## src/rtl/noise_pkg.sv

```systemverilog
// rtl/noise_pkg.sv - shared constants and state type for the noise mixer
// Contents:
//   WIN_LOG2_DEF : default log2 of the pulse-counting window length
//   DAC_W        : DAC sample width
//   AVG_SHIFT    : running-average step shift
//   state_t      : IDLE / COUNT measurement state
package noise_pkg;

    localparam int WIN_LOG2_DEF = 8;
    localparam int DAC_W        = 8;
    localparam int AVG_SHIFT    = 3;

    typedef enum logic {
        IDLE  = 1'b0,
        COUNT = 1'b1
    } state_t;

endpackage

```

## src/rtl/pulse_sync.sv

```systemverilog
// rtl/pulse_sync.sv - 3-FF synchronizer and rising-edge detector for the noise pulse train
// Ports:
//   clk_200    : system clock
//   rst        : asynchronous active-low reset
//   noise_wave : asynchronous noise pulse train
//   rise       : one-cycle pulse per synchronized rising edge
module pulse_sync (
    input  logic clk_200,
    input  logic rst,
    input  logic noise_wave,
    output logic rise
);

    logic sync_a;
    logic sync_b;
    logic prev;

    always_ff @(posedge clk_200 or negedge rst) begin
        if (!rst) begin
            sync_a <= 1'b0;
            sync_b <= 1'b0;
            prev   <= 1'b0;
        end else begin
            sync_a <= noise_wave;
            sync_b <= sync_a;
            prev   <= sync_b;
        end
    end

    assign rise = sync_b & ~prev;

endmodule

```

## src/rtl/noise_mixer.sv

```systemverilog
// rtl/noise_mixer.sv - windowed noise pulse counter with running average and saturating DAC mixer
// Ports:
//   clk_200    : system clock
//   rst        : asynchronous active-low reset
//   noise_wave : asynchronous noise pulse train
//   enable     : 1 = measure and mix noise, 0 = pass base through
//   amp        : noise gain as a left shift of 0..7
//   base       : unsigned base sample, qualified by base_valid
//   dac_out    : mixed sample, qualified by dac_valid (held between strobes)
//   pulse_cnt  : edge count of the last completed window, qualified by cnt_valid
module noise_mixer
    import noise_pkg::*;
#(
    parameter int WIN_LOG2 = WIN_LOG2_DEF
) (
    input  logic                  clk_200,
    input  logic                  rst,
    input  logic                  noise_wave,
    input  logic                  enable,
    input  logic [2:0]            amp,
    input  logic [DAC_W-1:0]      base,
    input  logic                  base_valid,
    output logic [DAC_W-1:0]      dac_out,
    output logic                  dac_valid,
    output logic [WIN_LOG2:0]     pulse_cnt,
    output logic                  cnt_valid
);

    localparam int CW = WIN_LOG2 + 1;   // edge count / average width
    localparam int OW = WIN_LOG2 + 2;   // signed offset width
    localparam int MW = WIN_LOG2 + 11;  // signed mix width

    state_t                state_q;
    state_t                state_d;
    logic                  rise;
    logic [WIN_LOG2-1:0]   win_cnt;
    logic [CW-1:0]         edge_cnt;
    logic [CW-1:0]         avg;
    logic signed [OW-1:0]  offset;
    logic                  first_done;

    logic                  enter;
    logic                  leave;
    logic                  counting;
    logic                  win_end;
    logic [CW:0]           edge_sum;
    logic [CW-1:0]         count_now;
    logic signed [OW-1:0]  diff;
    logic signed [OW-1:0]  step;
    logic [CW-1:0]         avg_next;
    logic signed [MW-1:0]  base_ext;
    logic signed [MW-1:0]  off_ext;
    logic signed [MW-1:0]  mix;
    logic [DAC_W-1:0]      mix_sat;

    pulse_sync u_pulse_sync (
        .clk_200    (clk_200),
        .rst        (rst),
        .noise_wave (noise_wave),
        .rise       (rise)
    );

    always_ff @(posedge clk_200 or negedge rst) begin
        if (!rst) begin
            state_q <= IDLE;
        end else begin
            state_q <= state_d;
        end
    end

    always_comb begin
        state_d  = state_q;
        enter    = 1'b0;
        leave    = 1'b0;
        counting = 1'b0;
        case (state_q)
            IDLE: begin
                if (enable) begin
                    state_d = COUNT;
                    enter   = 1'b1;
                end
            end
            COUNT: begin
                if (!enable) begin
                    state_d = IDLE;
                    leave   = 1'b1;
                end else begin
                    counting = 1'b1;
                end
            end
            default: state_d = IDLE;
        endcase
    end

    // Edge on the final window cycle is folded into the ending window's count.
    assign win_end   = counting & (&win_cnt);
    assign edge_sum  = {1'b0, edge_cnt} + {{CW{1'b0}}, rise};
    assign count_now = edge_sum[CW] ? {CW{1'b1}} : edge_sum[CW-1:0];

    assign diff     = $signed({1'b0, count_now}) - $signed({1'b0, avg});
    assign step     = diff >>> AVG_SHIFT;
    // Two's-complement wrap gives avg_old + step truncated to the average width.
    assign avg_next = avg + step[CW-1:0];

    always_ff @(posedge clk_200 or negedge rst) begin
        if (!rst) begin
            win_cnt    <= '0;
            edge_cnt   <= '0;
            pulse_cnt  <= '0;
            cnt_valid  <= 1'b0;
            avg        <= '0;
            offset     <= '0;
            first_done <= 1'b0;
        end else begin
            cnt_valid <= win_end;
            if (enter) begin
                win_cnt  <= '0;
                edge_cnt <= '0;
            end else if (counting) begin
                win_cnt <= win_cnt + WIN_LOG2'(1);
                if (win_end) begin
                    edge_cnt  <= '0;
                    pulse_cnt <= count_now;
                end else begin
                    edge_cnt  <= count_now;
                end
            end

            // Partial window on exit is dropped; avg and pulse_cnt keep their values.
            if (leave) begin
                offset <= '0;
            end else if (win_end) begin
                if (!first_done) begin
                    avg        <= count_now;
                    offset     <= '0;
                    first_done <= 1'b1;
                end else begin
                    avg        <= avg_next;
                    offset     <= diff;
                end
            end
        end
    end

    // Mix uses the registered offset, so a coincident window end still sees the old value.
    assign base_ext = $signed({{(MW-DAC_W){1'b0}}, base});
    assign off_ext  = {{(MW-OW){offset[OW-1]}}, offset};
    assign mix      = base_ext + (off_ext <<< amp);

    always_comb begin
        mix_sat = mix[DAC_W-1:0];
        if (mix[MW-1]) begin
            mix_sat = '0;
        end else if (|mix[MW-2:DAC_W]) begin
            mix_sat = '1;
        end
    end

    always_ff @(posedge clk_200 or negedge rst) begin
        if (!rst) begin
            dac_out   <= '0;
            dac_valid <= 1'b0;
        end else begin
            dac_valid <= base_valid;
            if (base_valid) begin
                dac_out <= mix_sat;
            end
        end
    end

endmodule

```

## config.mk

```make
export PLATFORM = sky130hd
export DESIGN_NAME = noise_mixer
export DESIGN_NICKNAME = d
export VERILOG_FILES = /design/src/rtl/noise_pkg.sv /design/src/rtl/pulse_sync.sv /design/src/rtl/noise_mixer.sv
export SDC_FILE = /design/constraint.sdc
export NUM_CORES = 1
export LEC_CHECK = 0
export ABC_AREA = 1
export BUFFER_PORTS_ARGS = -buffer_cell sky130_fd_sc_hd__buf_2
export CAP_MARGIN = 10
export CORE_AREA = 3 3 94 96
export DETAILED_ROUTE_END_ITERATION = 16
export DIE_AREA = 0 0 97 99
export PLACE_DENSITY = 0.85
export SLEW_MARGIN = 20
export SYNTH_ARGS = -nofsm -noshare
export SYNTH_HDL_FRONTEND = slang
export SYNTH_SLANG_ARGS = --single-unit
```

## constraint.sdc

```tcl
create_clock -name clk_200 -period 3.6 [get_ports clk_200]
set_clock_uncertainty 0.2 [all_clocks]
set_input_delay 0.72 -clock clk_200 [delete_from_list [all_inputs] [get_ports clk_200]]
set_output_delay 0.72 -clock clk_200 [all_outputs]
set_load 0.05 [all_outputs]
```

* Yosys cells after proc, flatten, opt, wreduce, memory -nomap -nowiden
Index checks and enable logic that the tools add are counted.
** Storage, ports and cells
- Register bits after elaboration :: 60
- Input port bits :: 16
- Output and inout bits :: 19
- Logic and storage cells :: 47
** Operators by class
- Add/subtract/negate cells :: 5
- Shifts and indexed selects :: 1
- Mux-type cells :: 17
- Bitwise operators :: 5
- Reduce and logical (&&, ||, !) cells :: 6
** Operators by type and width (count)
- 9-bit two-way mux :: 5
- 8-bit two-way mux :: 4
- 10-bit two-way mux :: 3
- 9-bit by 19-bit adder with 19-bit output :: 1
- 10-bit by 3-bit <<< shifter with 19-bit output :: 1
- 9-bit by 1-bit adder with 10-bit output :: 1
- 10-bit OR reduction :: 1
- 9-bit by 9-bit subtractor with 10-bit output :: 1
- 9-bit adder :: 1
- 8-bit by 1-bit adder with 8-bit output, second input constant :: 1
- 8-bit AND reduction :: 1
- 1-bit two-way mux :: 5
- 2-bit nonzero test :: 2
- 1-bit inverter :: 3
- 3-bit AND reduction :: 1
- 1-bit AND :: 2
- 2-bit AND reduction :: 1

* Logic depth before layout (Yosys ltp)
Gate-level depths: netlist (run 1).
- Depth after elaboration :: 8
- Mapped depth :: 29
- Gate-level depth less buffers :: 29

* Modules after synthesis
A second synthesis (run 1) with hierarchy kept.
** Second synthesis, totals
- Cells, all modules :: 574
- Area total of the unflattened synthesis :: 4232.8 um^2
** Modules (own cells, without submodules)
- noise_mixer :: times used 1, cells an instance 569, area an instance 4147.7 um^2
- pulse_sync :: times used 1, cells an instance 5, area an instance 85.1 um^2

* Worst setup path after synthesis (run 1)
OpenSTA, ideal clock, no wires.
- Path kind :: register -> register
- Start :: register u_pulse_sync.sync_b
- End :: register avg[8]
- Library setup time :: 0.121 ns
- Data arrival time :: 3.425 ns
- Data required time :: 3.279 ns
- Path slack :: -0.146 ns
- Cell stages (with the launch flop) :: 29
- Buffers on the path :: 0
- Cells stage by stage :: dfrtp_1 inv_1 nor2_1 ha_1 nand4_1 inv_1 nor2_1 ha_1 inv_1 fa_1 nand3_1 nand2_1 a21oi_1 o21bai_1 xor2_1 inv_1 ha_1 nand3_1 nand3_1 nand2_1 nand2_1 a21oi_1 nor2_1 o21ai_0 nand2_1 nand2_1 nand3_1 nand3_1 nand2_1
** Between the ends
- Word-level cells in the longest chain between the ends :: 6
** RTL lines
- start, declared :: line pulse_sync.sv:15 : logic sync_b;
- start signal, assigned :: line pulse_sync.sv:25 : sync_b <= sync_a;
- 1-bit AND (*) :: line pulse_sync.sv:30 : assign rise = sync_b & ~prev;
- 9-bit by 1-bit adder with 10-bit output (*) :: line noise_mixer.sv:97 : assign edge_sum = {1'b0, edge_cnt} + {{CW{1'b0}}, rise};
- 9-bit two-way mux (*) :: line noise_mixer.sv:98 : assign count_now = edge_sum[CW] ? {CW{1'b1}} : edge_sum[CW-1:0];
- 9-bit by 9-bit subtractor with 10-bit output :: line noise_mixer.sv:100 : assign diff = $signed({1'b0, count_now}) - $signed({1'b0, avg});
- 9-bit adder :: line noise_mixer.sv:103 : assign avg_next = avg + step[CW-1:0];
- 9-bit two-way mux (*) :: line noise_mixer.sv:133 : if (!first_done) begin
- end signal, assigned :: line noise_mixer.sv:134 : avg <= count_now;
- end signal, assigned :: line noise_mixer.sv:138 : avg <= avg_next;
- end, declared :: line noise_mixer.sv:38 : logic [CW-1:0] avg;
Mark *: on every way between the ends. The rest lies on a longest branch, timed or not.
A chain may end at the register's enable or synchronous reset.

* Worst setup path after layout (run 1)
- Start :: register u_pulse_sync.sync_b
- End :: register avg[7]
** Between the ends
- Word-level cells in the longest chain between the ends :: 6
** RTL lines
- 1-bit AND :: line pulse_sync.sv:30
- 9-bit by 1-bit adder with 10-bit output :: line noise_mixer.sv:97
- 9-bit two-way mux :: line noise_mixer.sv:98
- named net count_now[4] :: line noise_mixer.sv:47 : logic [CW-1:0] count_now;
- 9-bit by 9-bit subtractor with 10-bit output :: line noise_mixer.sv:100
- 9-bit adder :: line noise_mixer.sv:103
- 9-bit two-way mux :: line noise_mixer.sv:133
The timed path passes the listed nets, and every way through them passes these cells.

==> results of run 1 <==
==> cell usage after synthesis (5+ instances only) <==
master,n,area [um^2]
sky130_fd_sc_hd__xor2_1,13,114
sky130_fd_sc_hd__nand2_2,10,62.6
sky130_fd_sc_hd__nand3_1,56,280
sky130_fd_sc_hd__ha_1,28,350
sky130_fd_sc_hd__o22ai_1,5,31.3
sky130_fd_sc_hd__nor2_1,29,109
sky130_fd_sc_hd__inv_1,64,240
sky130_fd_sc_hd__inv_2,5,18.8
sky130_fd_sc_hd__a21oi_1,19,95.1
sky130_fd_sc_hd__dfrtp_1,60,1500
sky130_fd_sc_hd__a31oi_1,6,37.5
sky130_fd_sc_hd__nand2_1,150,563
sky130_fd_sc_hd__o21ai_0,32,160
sky130_fd_sc_hd__nor3_1,9,45.0
sky130_fd_sc_hd__nor2_4,5,56.3
sky130_fd_sc_hd__nand2_4,6,67.6
sky130_fd_sc_hd__nand3_2,14,140
sky130_fd_sc_hd__xnor2_1,6,52.6
==> report_power, final <==
group	internal (mW)	switching (mW)	total, mW
logic	0.0924	0.184	0.276
registers	0.696	0.0171	0.713
clock network	0.390	0.288	0.678
total	1.18	0.489	1.67
==> metal layers <==
layer | global-route usage (%) | vias to the layer above | wire (um)
met5 | 0 | - | 0
met4 | 10.3 | 0 | 748
met3 | 3.04 | 79 | 753
met2 | 46.2 | 211 | 7130
met1 | 27.7 | 2154 | 5020
li1 | - | 2102 | -
==> critical path, cell delays in order (launching register included) <==
cell and delay [ns]:
sky130_fd_sc_hd__dfrtp_1 0.40, sky130_fd_sc_hd__inv_2 0.06, sky130_fd_sc_hd__nor2_4 0.17, sky130_fd_sc_hd__ha_4 0.20
sky130_fd_sc_hd__nand2_4 0.07, sky130_fd_sc_hd__nor2_4 0.20, sky130_fd_sc_hd__xor2_2 0.24, sky130_fd_sc_hd__nand2_2 0.12
sky130_fd_sc_hd__ha_4 0.26, sky130_fd_sc_hd__a21oi_4 0.15, sky130_fd_sc_hd__inv_2 0.05, sky130_fd_sc_hd__a31oi_4 0.18
sky130_fd_sc_hd__xor2_2 0.24, sky130_fd_sc_hd__ha_4 0.26, sky130_fd_sc_hd__a21oi_2 0.13, sky130_fd_sc_hd__nand2_1 0.08
sky130_fd_sc_hd__nand2_1 0.06, sky130_fd_sc_hd__nand2_1 0.06, sky130_fd_sc_hd__a21oi_2 0.21, sky130_fd_sc_hd__nor2_4 0.05
sky130_fd_sc_hd__nor2_1 0.10, sky130_fd_sc_hd__o21bai_1 0.10, sky130_fd_sc_hd__or2_4 0.24, sky130_fd_sc_hd__nand3_2 0.05
sky130_fd_sc_hd__nand2_1 0.05
==> layout make-up <==
class | instances | share of cell area [%]
Clock inverter | 6 | 1.52
Timing Repair Buffer | 109 | 12.8
Inverter | 72 | 4.70
Tap cell | 105 | 2.25
Clock buffer | 10 | 2.18
Sequential cell | 60 | 25.7
Multi-Input combinational cell | 428 | 50.9
==> registers in the layout, summed over array words and instances (netlist names) <==
name,flops
first_done,1
edge_cnt,9
u_pulse_sync.prev,1
state_q,1
avg,9
win_cnt,8
pulse_cnt,9
dac_out,8
dac_valid,1
offset,10
u_pulse_sync.sync_a,1
cnt_valid,1
u_pulse_sync.sync_b,1
==> through the flow <==
step	utilization (%)	TNS (ns)	hold WS (ns)	area [um^2]	power (mW)
after detailed placement	62.4	-1.46	0.158	5070	0.978
after global routing	71.9	-2.17	0.208	5850	1.71
after global placement	62.4	-0.917	0.159	5070	0.968
after CTS	68.4	-0.643	0.187	5560	1.64
final	71.9	-1.59	0.183	5850	1.67
after floorplan	-	0	0.131	4430	0.900
==> cell usage in the layout, fill, tap and decap left out, types with 3 or more instances in the layout <==
master and count:
sky130_fd_sc_hd__xor2_2 4, sky130_fd_sc_hd__nor2_2 3, sky130_fd_sc_hd__buf_4 71, sky130_fd_sc_hd__nand4_1 4
sky130_fd_sc_hd__nor2_4 11, sky130_fd_sc_hd__a31oi_1 4, sky130_fd_sc_hd__o21ai_1 3, sky130_fd_sc_hd__xnor2_1 6
sky130_fd_sc_hd__inv_1 57, sky130_fd_sc_hd__nor2_1 21, sky130_fd_sc_hd__ha_1 17, sky130_fd_sc_hd__o22ai_1 5
sky130_fd_sc_hd__nand3_2 20, sky130_fd_sc_hd__xor2_1 9, sky130_fd_sc_hd__o221ai_2 3, sky130_fd_sc_hd__ha_4 11
sky130_fd_sc_hd__nand2_1 139, sky130_fd_sc_hd__buf_6 4, sky130_fd_sc_hd__buf_2 34, sky130_fd_sc_hd__nand3_1 50
sky130_fd_sc_hd__nand2_2 20, sky130_fd_sc_hd__a21oi_1 10, sky130_fd_sc_hd__nor3_1 7, sky130_fd_sc_hd__a22oi_1 4
sky130_fd_sc_hd__nand3b_1 3, sky130_fd_sc_hd__inv_2 12, sky130_fd_sc_hd__dfrtp_1 60, sky130_fd_sc_hd__nand2_4 7
sky130_fd_sc_hd__clkbuf_8 9, sky130_fd_sc_hd__a21oi_4 3, sky130_fd_sc_hd__a32o_1 3, sky130_fd_sc_hd__o21ai_0 29
sky130_fd_sc_hd__a21oi_2 8
==> cells by family after synthesis <==
logic type / after synthesis
simple gates: 295
compound gates: 83
buf+inv: 81
flops: 60
fa+ha+maj: 31
xor+xnor: 19
==> final timing paths <==
path,startpoint,endpoint,slack (ns),depth (start not counted)
max,u_pulse_sync.sync_b,avg[7],-0.46,24
min,u_pulse_sync.sync_a,u_pulse_sync.sync_b,0.18,0
max reg2reg,u_pulse_sync.sync_b,avg[7],-0.46,24
min reg2reg,u_pulse_sync.sync_a,u_pulse_sync.sync_b,0.18,0
max in group asynchronous,rst,offset[5],2.14,2
min in group asynchronous,rst,win_cnt[2],0.19,1
==> timing repair <==
item                                    in CTS  in global routing
pin swaps                                   41                 39
gates resized for setup                     34                 51
cloned                                       0                  0
setup buffers                               15                 12
endpoints found under the setup margin       4                  6
==> run summary, run 1 <==
The tree built by TritonCTS fans out to 60 sinks. The total nets after synthesis is a little over 600. The number of distinct standard cells referenced by the synthesized netlist came out at 44. After floorplanning, the core was divided into 33 placement rows. The maximum number of pins on one net before global-route repair is 38. The critical path class is reg -> reg.

The number of antenna violations at the first check in global routing came out at 0. Summing the areas of all and, or, nand and nor instances in the mapped netlist gives approximately 34% of the synthesized area. The number of buffers created by CTS came out at 9. The fill cell total of the finished layout came out at approximately 550.

The global-route total usage across every layer is 24.4%. CTS placed an instance of sky130_fd_sc_hd__clkbuf_8 at the clock tree root. The number of nets at the end of the flow is just over 700. The required time at the endpoint of the critical path is between 3 and 4 ns. The synthesized netlist devotes 11.1% of its cell area to compound gates. The floorplan step set the die width to 97 um. Summing the areas of all xor and xnor instances in the mapped netlist gives under 10% of the synthesized area. The total area of multi-input combinational cells is just under 3000 um^2. Synthesis produced a netlist whose cell count is about 570. The final critical path time including I/O delays and setup is ~4 ns. Dividing the detail-routed wire length by the instance count gives about 17 um. The combinational family with the most area after synthesis is simple AND/OR/NAND/NOR gates.

The total count of hold-check failures in the final report came out at 0. Port buffering added 34 buffers. The post-CTS clock slew at the launch and capture registers of the worst setup and hold paths came out at about 0.070 ns. STA classifies the critical path endpoint as a flop. The fraction of the mapped netlist area in adder cells came out at a little under a tenth.

Counting flops with a built-in enable in the synthesized netlist gives 0. Detailed placement ended at an HPWL of roughly 8300 um. The final standard cell count with taps included and fillers excluded came out at 790.

The number of buffers between clock root and the deepest sink is 2. The most used flip-flop cell after synthesis is sky130_fd_sc_hd__dfrtp_1. The die footprint is roughly 9600 um^2. The path class of the tightest hold or removal check is reg -> reg. Setup repair after global routing could not meet its margin everywhere.

Headroom to the max-slew limit came out at roughly 58%. The post-synthesis async set-or-reset flop share is between 90% and 100%. The final routed DRC violation total is 0. The total of warnings raised by yosys is 0. Clock latency on the worst-skew pair, taken at its later pin, is ~0.35 ns. The final reports fail on negative setup slack. The sort of element at the start of the critical path is a flop. The final layout contains routed wiring with a total length of approximately 14000 um.

For this run, the top clock speed supported by timing is around 250 MHz. Once placement completed, the tool counted placed cells totaling 753. The weighted congestion at the end of routability-driven global placement came out at around 0.94. In this run the worst path has a maximum fanout of 4. In the finished design, the share of the clock period the worst path needs comes to 113%.

The worst setup timing slack at the placement stage is -0.515 ns. The via total after detailed routing came out at ~4500. For this design, the CTS-stage hold fixing added 0 buffers.

The total of flip-flops plus latches after synthesis is 60. The number of antenna diodes in the final layout is 0. The first-pass GRT wire length is 19500 um. The number of nets still failing antenna checks after routing is 0. For this block, the initial DRC count from the detailed router was 246. The fraction of the yosys area taken by sequential cells came out at roughly a third. Pin placement for this block handled 35 I/O pins. Setup violations remaining at the end of the flow were counted as 5. The area occupied by registers came out at between 1500 and 2000 um^2.

The number of max-slew violations in the final report is 0. The clock tree synthesis step divided the H-tree into 3 levels. The signal arrival time at the worst endpoint came out at 4.09 ns.

The detail-routed via count per cell is roughly 5.8. The first-pass iteration count of the detailed router is 5. For this design the ratio of total power to cell area is 285 nW/um^2. In the final layout, the share of cells above drive strength 1 is 35.5%. At the pin with the least slew margin, the transition time is 0.633 ns. The region available for standard cell placement spans a little over 8000 um^2.

The number of global-route vias before repair came to 4365. The least setup slack across all paths after layout came out at -0.455 ns. The initial utilization of the core area, before any placement, comes to approximately 54%. TritonCTS built the clock tree. The overflow left after global routing came out at 0. The die extent in y came out at 99 um. The cell area after technology mapping is 4390 um^2. The flow ran to the end, but the final reports show violations.

The standby leakage power came out at about 2.9 nW. The maximum resistive drop on vdd came out at ~0.26 mV. The synthesized area per cell is slightly below 8 um^2. The max-cap check violation count came out at 0. The share of cell area taken by muxes after synthesis is 0%. Compared with the post-synthesis result, the final layout area differs by 33.4%.
Power figures use the tool's default switching activity.
==> run 2, diff against run 1 <==
- CELL_PAD_IN_SITES_DETAIL_PLACEMENT: not set -> 1
- CELL_PAD_IN_SITES_GLOBAL_PLACEMENT: not set -> 1
- CORE_AREA: 3 3 94 96 -> 3 3 108 110
- DIE_AREA: 0 0 97 99 -> 0 0 111 113
- PLACE_DENSITY: 0.85 -> 0.86
- SLEW_MARGIN: 20 -> not set
==> run 2 against run 1 <==
  * The run still ends with negative setup slack left
  * Maximum frequency fell by 0.10%
  * Count of clock-buffer cells in the layout down 1
  * Design area is 0.15% higher
  * Wire length is 31% higher
  * Via count is 3.9% higher
  * Core utilization fell by 18 points
  * Critical path depth down 1
  * Final cell count is 5.3% higher
  * Worst setup slack got worse by 0.0041 ns
  * Global-route usage up 0.97 points
==> run summary, run 2 (synthesis results as in run 1) <==
The proportion of power drawn by combinational gates is 17.8% (+1.2 points). The via total after detailed routing came out at 4722 (+3.9%). STA classifies the critical path startpoint as a flop. The classification of the worst-slack hold path is in -> async. Counting stages on the worst path, the most repeated cell is sky130_fd_sc_hd__nand2_1. The number of hold buffers added after cts is 0 (unchanged). Counting flops per register, the top entry is offset.

The first-pass GRT wire length is 25400 um (+30%). The number of cell instances on the worst register-to-register path is 23 (-4.2%). The internal reg-to-reg setup slack came out at -0.46 ns (about the same). The checks that failed: negative setup slack. The total power divided by cell area is 299 nW/um^2 (+5.0%).

The number of flip-flops in the largest register came out at 10 (unchanged). Leaving out fill and tap cells, the most frequent cells in the layout are sky130_fd_sc_hd__nand2_1 (141), sky130_fd_sc_hd__buf_4 (80), sky130_fd_sc_hd__dfrtp_1 (60). The maximum resistive drop on vdd came to 0.299 mV (+16%).

The number of buffers between clock root and the deepest sink is 2 (unchanged). The final setup violation count was 5 (unchanged). Relative to the synthesized area, the layout overhead comes to 33.6%. The number of nets at the end of the flow came to 734 (+0.96%). The detailed-routing wirelength on met1 is 6610 um (+32%).

The net switching share of the total power came out at 31.9% (+2.5 points). The die extent in y is 113 um (+14%). The maximum clock rate came out at 246 MHz (-0.10%). The biggest fanout along the worst timing path came out at 4 (unchanged). The number of antenna violations at the first check in global routing is 0 (unchanged). The type of destination of the critical path is a flop.

After detailed routing, no signal wire sits above met4. The number of max-slew violations in the final report came out at 0 (unchanged). The total non-filler cell area in the finished layout is 5860 um^2 (+0.15%). The number of rows created at floorplan is 38 (+15%).

The weighted congestion at the end of routability-driven global placement is 0.897 (-4.9%). The latest clock arrival within the worst-skew pair is 0.38 ns (+0.03 ns). The share of the clock period used by the worst path after layout came out at 113% (+0.11 points).

The least setup slack across all paths after layout is -0.459 ns (-0.00407 ns). The total area of multi-input combinational cells came to 2880 um^2 (-3.4%). The detailed route wirelength on metal3 is 557 um (-26%).

The detailed router's first-iteration violation count came out at 291 (+18%). The final critical path time including I/O delays and setup came to 4.06 ns (+0.00407 ns). The ratio of cells with drive above 1 in the final layout came out at 35.4% (-0.070 points).

The number of nets still failing antenna checks after routing was 0 (unchanged). In this run the critical register-to-register path is captured at avg[7]. The number of global-route vias before repair came out at 5108 (+17%). The deepest level of the CTS H-tree is 3 (unchanged). The instance area after placement is 5210 um^2 (+2.7%). The actual transition at the worst max-transition pin came out at 0.584 ns (-0.0490 ns).

The detailed-routed wire length on met2 came to 9720 um (+36%). The maximum number of pins on one net before global-route repair came to 44 (+16%). The most common cell after layout, fill and taps aside is sky130_fd_sc_hd__nand2_1. The most critical setup path has its startpoint at edge_cnt[4]. The standard cell core area is 10800 um^2 (+33%).

The overflow left after global routing came out at 0 (unchanged). The share of total power in the clock network came out at 41.3% (+0.6 points). The wire length per cell after detailed routing is 21.5 um (+24%).

The number of buffers created by CTS came out at 9 (unchanged). The maximum cell stage delay along the critical path is 0.40 ns (about the same). The final routed DRC violation total is 0 (unchanged).

The internal power was 1.19 mW (+1.4%). CTS placed an instance of sky130_fd_sc_hd__clkbuf_8 at the clock tree root. Setup repair after global routing could not meet its margin everywhere. The die footprint is 12500 um^2 (+31%). The I/O pin total came out at 35 (unchanged).

The required time at the endpoint of the critical path was 3.65 ns (about the same). The first-pass iteration count of the detailed router came out at 4 (-1). The initial cell density of the core is 40.7% (-13 points). The signal arrival time at the worst endpoint is 4.11 ns (+0.02 ns).

The normalized max-slew margin is 61.1% (+3.3 points). The standby leakage power came to 2.95 nW (+2.0%). The worst hold margin is 0.0714 ns (-0.112 ns). In this run the critical register-to-register path is launched from edge_cnt[4]. The critical path class is reg -> reg.

The register share of total power is 40.8% (-2.0 points). Following the worst setup path forward leads to its endpoint at avg[7]. The signal on the critical path passes through inv_1 -> nor3_4 -> nand4_1 -> inv_2 -> nor2_2 -> inv_2 -> ha_1 -> nand3_1 -> nand2_1 -> a31oi_4 -> xor2_1 -> ha_1 -> a21oi_2 -> nand2_1 -> nand2_1 -> nand2_1 -> a21oi_2 -> nor2_1 -> nor2_1 -> o21bai_1 -> or2_4 -> nand3_2 -> nand2_1. The cell type of the slowest stage on the worst timing path is sky130_fd_sc_hd__dfrtp_1. The area occupied by registers came out at 1500 um^2 (unchanged).

The post-detailed-routing wire length is 17900 um (+31%). The global-route total usage across every layer is 25.4% (+0.97 points). The detail-routed via count per cell came out at 5.68 (-1.4%).

The total count of hold-check failures in the final report came out at 0 (unchanged). The max-cap check violation count is 0 (unchanged). The fill cell total of the finished layout is 1317 (+140%).

The count of clock tree sinks was 60 (unchanged). The die span in x is 111 um (+14%). The count of buffers inserted at the top-level ports is 34 (unchanged). The post-CTS clock slew at the launch and capture registers of the worst setup and hold paths came out at 0.09 ns (+0.02 ns). The post-detailed-placement half-perimeter wirelength is 11200 um (+35%).

The post-route core utilization is 54.3% (-18 points). The flow ran to the end, but the final reports show violations. The number of diodes added for antenna fixing came out at 0 (unchanged). TritonCTS built the clock tree. The switching power came out at 0.558 mW (+14%).
## run 2: layout make-up
cell class              instances  area share (%)
multi-input cells             428            49.1
repair buffers                116            13.7
flip-flops and latches         60            25.6
clock inverters                 7            1.69
inverters                      72            4.74
well taps                     140            2.99
clock buffers                   9            2.11
## run 2: worst min-delay path by stage
stage / startpoint / to / slack (ns) / depth (start not counted)
after global routing: rst / win_cnt[6] / 0.09 / 1
after detailed placement: u_pulse_sync.sync_a / u_pulse_sync.sync_b / 0.15 / 0
after CTS: rst / win_cnt[1] / 0.08 / 1
after global placement: u_pulse_sync.sync_a / u_pulse_sync.sync_b / 0.14 / 0
after floorplan: u_pulse_sync.sync_a / u_pulse_sync.sync_b / 0.13 / 0
final: rst / win_cnt[6] / 0.07 / 1
## run 2: timing repair
action,CTS,global route
setup endpoints to repair,6,14
pin swaps,17,34
buffers inserted,9,9
gates resized for setup,30,46
## run 2: metal layers
metal,up-vias,GRT usage [%]
li1,2119,-
met1,2370,25.8
met2,160,49.1
met3,73,4.49
met4,0,13.8
met5,-,0
## run 2: per-stage QoR
stage               total power [mW]  setup TNS (ns)  std cells  setup slack [ns]
floorplan                      0.900               0        569            0.0137
global placement               0.984          -0.936        799            -0.405
detailed placement              1.01           -3.96        799            -0.666
CTS                             1.72          -0.689        823            -0.303
global route                    1.81           -2.29        832            -0.647
finish                          1.75           -1.34        832            -0.459
## run 2: critical path, delay by kind of cell (launching register included)
kind,cells,cell delay (ns)
flops,1,0.40
xor+xnor,1,0.23
buf+inv,3,0.38
fa+ha+maj,2,0.58
simple gates,13,1.51
compound gates,4,0.63
## run 2: power groups by stage
| stage | combinational (mW) | clock, mW | sequential [mW] |
|---|---|---|---|
| 3_3_place_gp | 0.263 | 0 | 0.721 |
| 5_1_grt | 0.337 | 0.757 | 0.718 |
| 3_5_place_dp | 0.285 | 0 | 0.724 |
| 6_report | 0.312 | 0.724 | 0.716 |
| 4_1_cts | 0.298 | 0.711 | 0.713 |
| 2_1_floorplan | 0.149 | 0 | 0.751 |
==> run 3, diff against run 2 <==
- GPL_TIMING_DRIVEN: not set -> 0
==> run 3 against run 2 <==
  * Worst setup slack worse by 0.17 ns
  * Critical path type unchanged
  * Critical path depth did not move
  * Sequential share of layout area increased by 0.76 points
  * The run still ends with negative setup slack left
  * Design area decreased by 2.8%
  * Wire length fell by 6.5%
  * Largest cell class unchanged
  * Total power fell by 9.6%
==> run summary, run 3 (synthesis results as in run 1) <==
The number of buffers created by CTS is 9 (unchanged). The final critical path time including I/O delays and setup was 4.23 ns (+0.175 ns). The die footprint is 12500 um^2 (unchanged). The share of the clock period used by the worst path after layout was 118% (+4.9 points).

The first-pass iteration count of the detailed router was 4 (unchanged). The detailed router's first-iteration violation count came out at 239 (-18%). The die extent in y is 113 um (unchanged). The via total after detailed routing is 4522 (-4.2%).

The normalized max-slew margin came to 39.9% (-21 points). The total area of multi-input combinational cells is 2990 um^2 (+3.8%). Setup repair after global routing could not meet its margin everywhere. The maximum number of pins on one net before global-route repair is 33 (-25%). The final setup violation count is 6 (+1).

The standby leakage power came to 2.78 nW (-5.7%). The number of rows created at floorplan came to 38 (unchanged). The maximum clock rate is 236 MHz (-4.1%). The weighted congestion at the end of routability-driven global placement is 0.869 (-3.1%). STA classifies the critical path endpoint as a flop. The actual transition at the worst max-transition pin came out at 0.895 ns (+0.311 ns). The signal arrival time at the worst endpoint was 4.27 ns (+0.16 ns). The total non-filler cell area in the finished layout is 5700 um^2 (-2.8%).

The instance area after placement came out at 4800 um^2 (-8.0%). The top cell types in the final layout, fill and taps aside, are sky130_fd_sc_hd__nand2_1 (136), sky130_fd_sc_hd__inv_1 (59), sky130_fd_sc_hd__dfrtp_1 (59). The capture point of the critical path is avg[8]. The latest clock arrival within the worst-skew pair came out at 0.36 ns (-0.02 ns). The number of nets at the end of the flow came to 702 (-4.4%).

The detail-routed via count per cell is 5.65 (-0.40%). The standard cell core area is 10800 um^2 (unchanged). The register with the highest flop count is offset.

The required time at the endpoint of the critical path came out at 3.63 ns (-0.02 ns). The TritonCTS clock tree is done. The number of global-route vias before repair is 4837 (-5.3%).

The die span in x is 111 um (unchanged). The cell at the root of the clock tree is sky130_fd_sc_hd__clkbuf_8. The number of nets still failing antenna checks after routing came out at 0 (unchanged). The switching power came out at 0.509 mW (-8.8%). The number of hold buffers added after cts is 0 (unchanged). The worst hold path belongs to the class reg -> reg. The share of total power in the clock network came out at 36.5% (-4.8 points). The library cell used most frequently in the layout, excluding fill and tap cells, is sky130_fd_sc_hd__nand2_1.

The checks that failed: negative setup slack. The biggest fanout along the worst timing path came to 5 (+1). The post-route core utilization came out at 52.8% (-1.5 points). In this run the critical register-to-register path is launched from u_pulse_sync.sync_b. The count of clock tree sinks came out at 60 (unchanged).

The register share of total power came out at 45.2% (+4.4 points). Relative to the synthesized area, the layout overhead comes to 29.8%. The initial cell density of the core is 40.7% (unchanged).

The flow ran to the end, but the final reports show violations. The number of antenna violations at the first check in global routing came out at 0 (unchanged). The count of buffers inserted at the top-level ports came out at 34 (unchanged). The number of cell instances on the worst register-to-register path is 23 (unchanged). The max-cap check violation count came out at 0 (unchanged). The number of flip-flops in the largest register is 10 (unchanged).

The number of max-slew violations in the final report came out at 0 (unchanged). The global-route total usage across every layer came out at 23.8% (-1.7 points). The number of diodes added for antenna fixing came out at 0 (unchanged). The wire length per cell after detailed routing came out at 20.9 um (-2.8%). The number of buffers between clock root and the deepest sink came out at 2 (unchanged). The fill cell total of the finished layout came out at 1323 (+0.46%).

The critical path class is reg -> reg. The maximum resistive drop on vdd came out at 0.343 mV (+15%). The final routed DRC violation total is 0 (unchanged). The worst setup path is launched from a flop.

The total power divided by cell area came out at 278 nW/um^2 (-7.0%). The post-detailed-placement half-perimeter wirelength is 9960 um (-11%). The area occupied by registers came out at 1500 um^2 (about the same). The net switching share of the total power is 32.1% (+0.29 points).

The post-CTS clock slew at the launch and capture registers of the worst setup and hold paths came out at 0.08 ns (about the same). The first-pass GRT wire length came out at 24100 um (-5.1%). The deepest level of the CTS H-tree is 3 (unchanged). The internal reg-to-reg setup slack came to -0.63 ns (-0.17 ns). Tracing the worst setup path back leads to its startpoint at u_pulse_sync.sync_b. The internal power came out at 1.07 mW (-10%). The total count of hold-check failures in the final report came to 0 (unchanged). The proportion of power drawn by combinational gates came to 18.3% (+0.5 points). The ratio of cells with drive above 1 in the final layout came out at 32.3% (-3.1 points). The least setup slack across all paths after layout came out at -0.634 ns (-0.175 ns). The post-detailed-routing wire length is 16700 um (-6.5%). The worst register-to-register path ends at avg[8]. The overflow left after global routing came out at 0 (unchanged). The overall power consumption is 1.58 mW (-9.6%).

The I/O pin total is 35 (unchanged).
==> run 3: changes by cell type in the layout (fill, tap and decap cells not counted), moves of 4 or more <==
cell and delta:
sky130_fd_sc_hd__a21oi_2 -4, sky130_fd_sc_hd__buf_6 +5, sky130_fd_sc_hd__clkbuf_1 +4, sky130_fd_sc_hd__nand2_2 +5, sky130_fd_sc_hd__nand2_1 -5, sky130_fd_sc_hd__nor2_2 -4
sky130_fd_sc_hd__ha_4 +4, sky130_fd_sc_hd__a21oi_4 +5, sky130_fd_sc_hd__buf_4 -42
==> run 3: how the worst min path moves through the flow <==
| stage | startpoint | to | cells after the start |
|---|---|---|---|
| 2_1_floorplan | u_pulse_sync.sync_a | u_pulse_sync.sync_b | 0 |
| 3_3_place_gp | u_pulse_sync.sync_a | u_pulse_sync.sync_b | 0 |
| 3_5_place_dp | u_pulse_sync.sync_a | u_pulse_sync.sync_b | 0 |
| 4_1_cts | u_pulse_sync.sync_a | u_pulse_sync.sync_b | 0 |
| 5_1_grt | u_pulse_sync.sync_a | u_pulse_sync.sync_b | 0 |
| 6_report | u_pulse_sync.sync_a | u_pulse_sync.sync_b | 0 |
==> run 3: layout make-up <==
| cell class | count | area share, % |
|---|---|---|
| repair buffers | 75 | 8.94 |
| clock inverters | 4 | 0.417 |
| clock buffers | 12 | 2.72 |
| flip-flops and latches | 60 | 26.4 |
| well taps | 140 | 3.07 |
| multi-input cells | 428 | 52.5 |
| inverters | 72 | 4.88 |
| plain buffers | 9 | 1.12 |
==> run 3: power groups by stage <==
stage / combinational (mW) / clock [mW] / sequential [mW]
6_report: 0.290 / 0.579 / 0.716
5_1_grt: 0.319 / 0.611 / 0.717
4_1_cts: 0.273 / 0.563 / 0.711
3_5_place_dp: 0.259 / 0 / 0.723
3_3_place_gp: 0.244 / 0 / 0.722
2_1_floorplan: 0.149 / 0 / 0.751
==> run 3: what timing repair did <==
item	4_1_cts	5_1_grt
gates resized for setup	40	56
endpoints found under the setup margin	5	14
buffers inserted	20	20
pin swaps	33	40
==> run 3: routing by layer <==
layer  up-vias  part of all wire, %  GRT usage, %
met5         -                    0             0
met3        64                  3.4          3.48
met2       129                   54          46.2
met1      2271                   38          26.3
li1       2058                    -             -
met4         0                  4.9          8.21
==> run 3: critical path, stage by stage, from the launching register on <==
cell and delay [ns]:
sky130_fd_sc_hd__dfrtp_1 0.40, sky130_fd_sc_hd__inv_2 0.06, sky130_fd_sc_hd__nor2_4 0.15, sky130_fd_sc_hd__ha_4 0.19, sky130_fd_sc_hd__nand4_1 0.27, sky130_fd_sc_hd__o21ai_1 0.39, sky130_fd_sc_hd__ha_1 0.35, sky130_fd_sc_hd__inv_1 0.20
sky130_fd_sc_hd__o21bai_4 0.13, sky130_fd_sc_hd__xor2_2 0.17, sky130_fd_sc_hd__inv_1 0.10, sky130_fd_sc_hd__ha_4 0.25, sky130_fd_sc_hd__nand2_2 0.11, sky130_fd_sc_hd__nand3_4 0.10, sky130_fd_sc_hd__nand2_4 0.08, sky130_fd_sc_hd__nand2_2 0.06
sky130_fd_sc_hd__a21oi_4 0.18, sky130_fd_sc_hd__nor2_4 0.06, sky130_fd_sc_hd__o21ai_2 0.18, sky130_fd_sc_hd__nand2_1 0.09, sky130_fd_sc_hd__nand2_1 0.09, sky130_fd_sc_hd__nand3_1 0.09, sky130_fd_sc_hd__nand3_1 0.12, sky130_fd_sc_hd__nand2_1 0.07
==> run 3: stage by stage <==
stage / hold slack, ns / TNS, ns / setup WS [ns] / std cells
after floorplan: 0.131 / 0 / 0.0137 / 569
after global placement: 0.137 / -1.61 / -0.550 / 743
after detailed placement: 0.139 / -3.72 / -0.785 / 744
after CTS: 0.154 / -1.09 / -0.397 / 780
after global routing: 0.189 / -3.48 / -0.841 / 800
final: 0.179 / -2.51 / -0.634 / 800
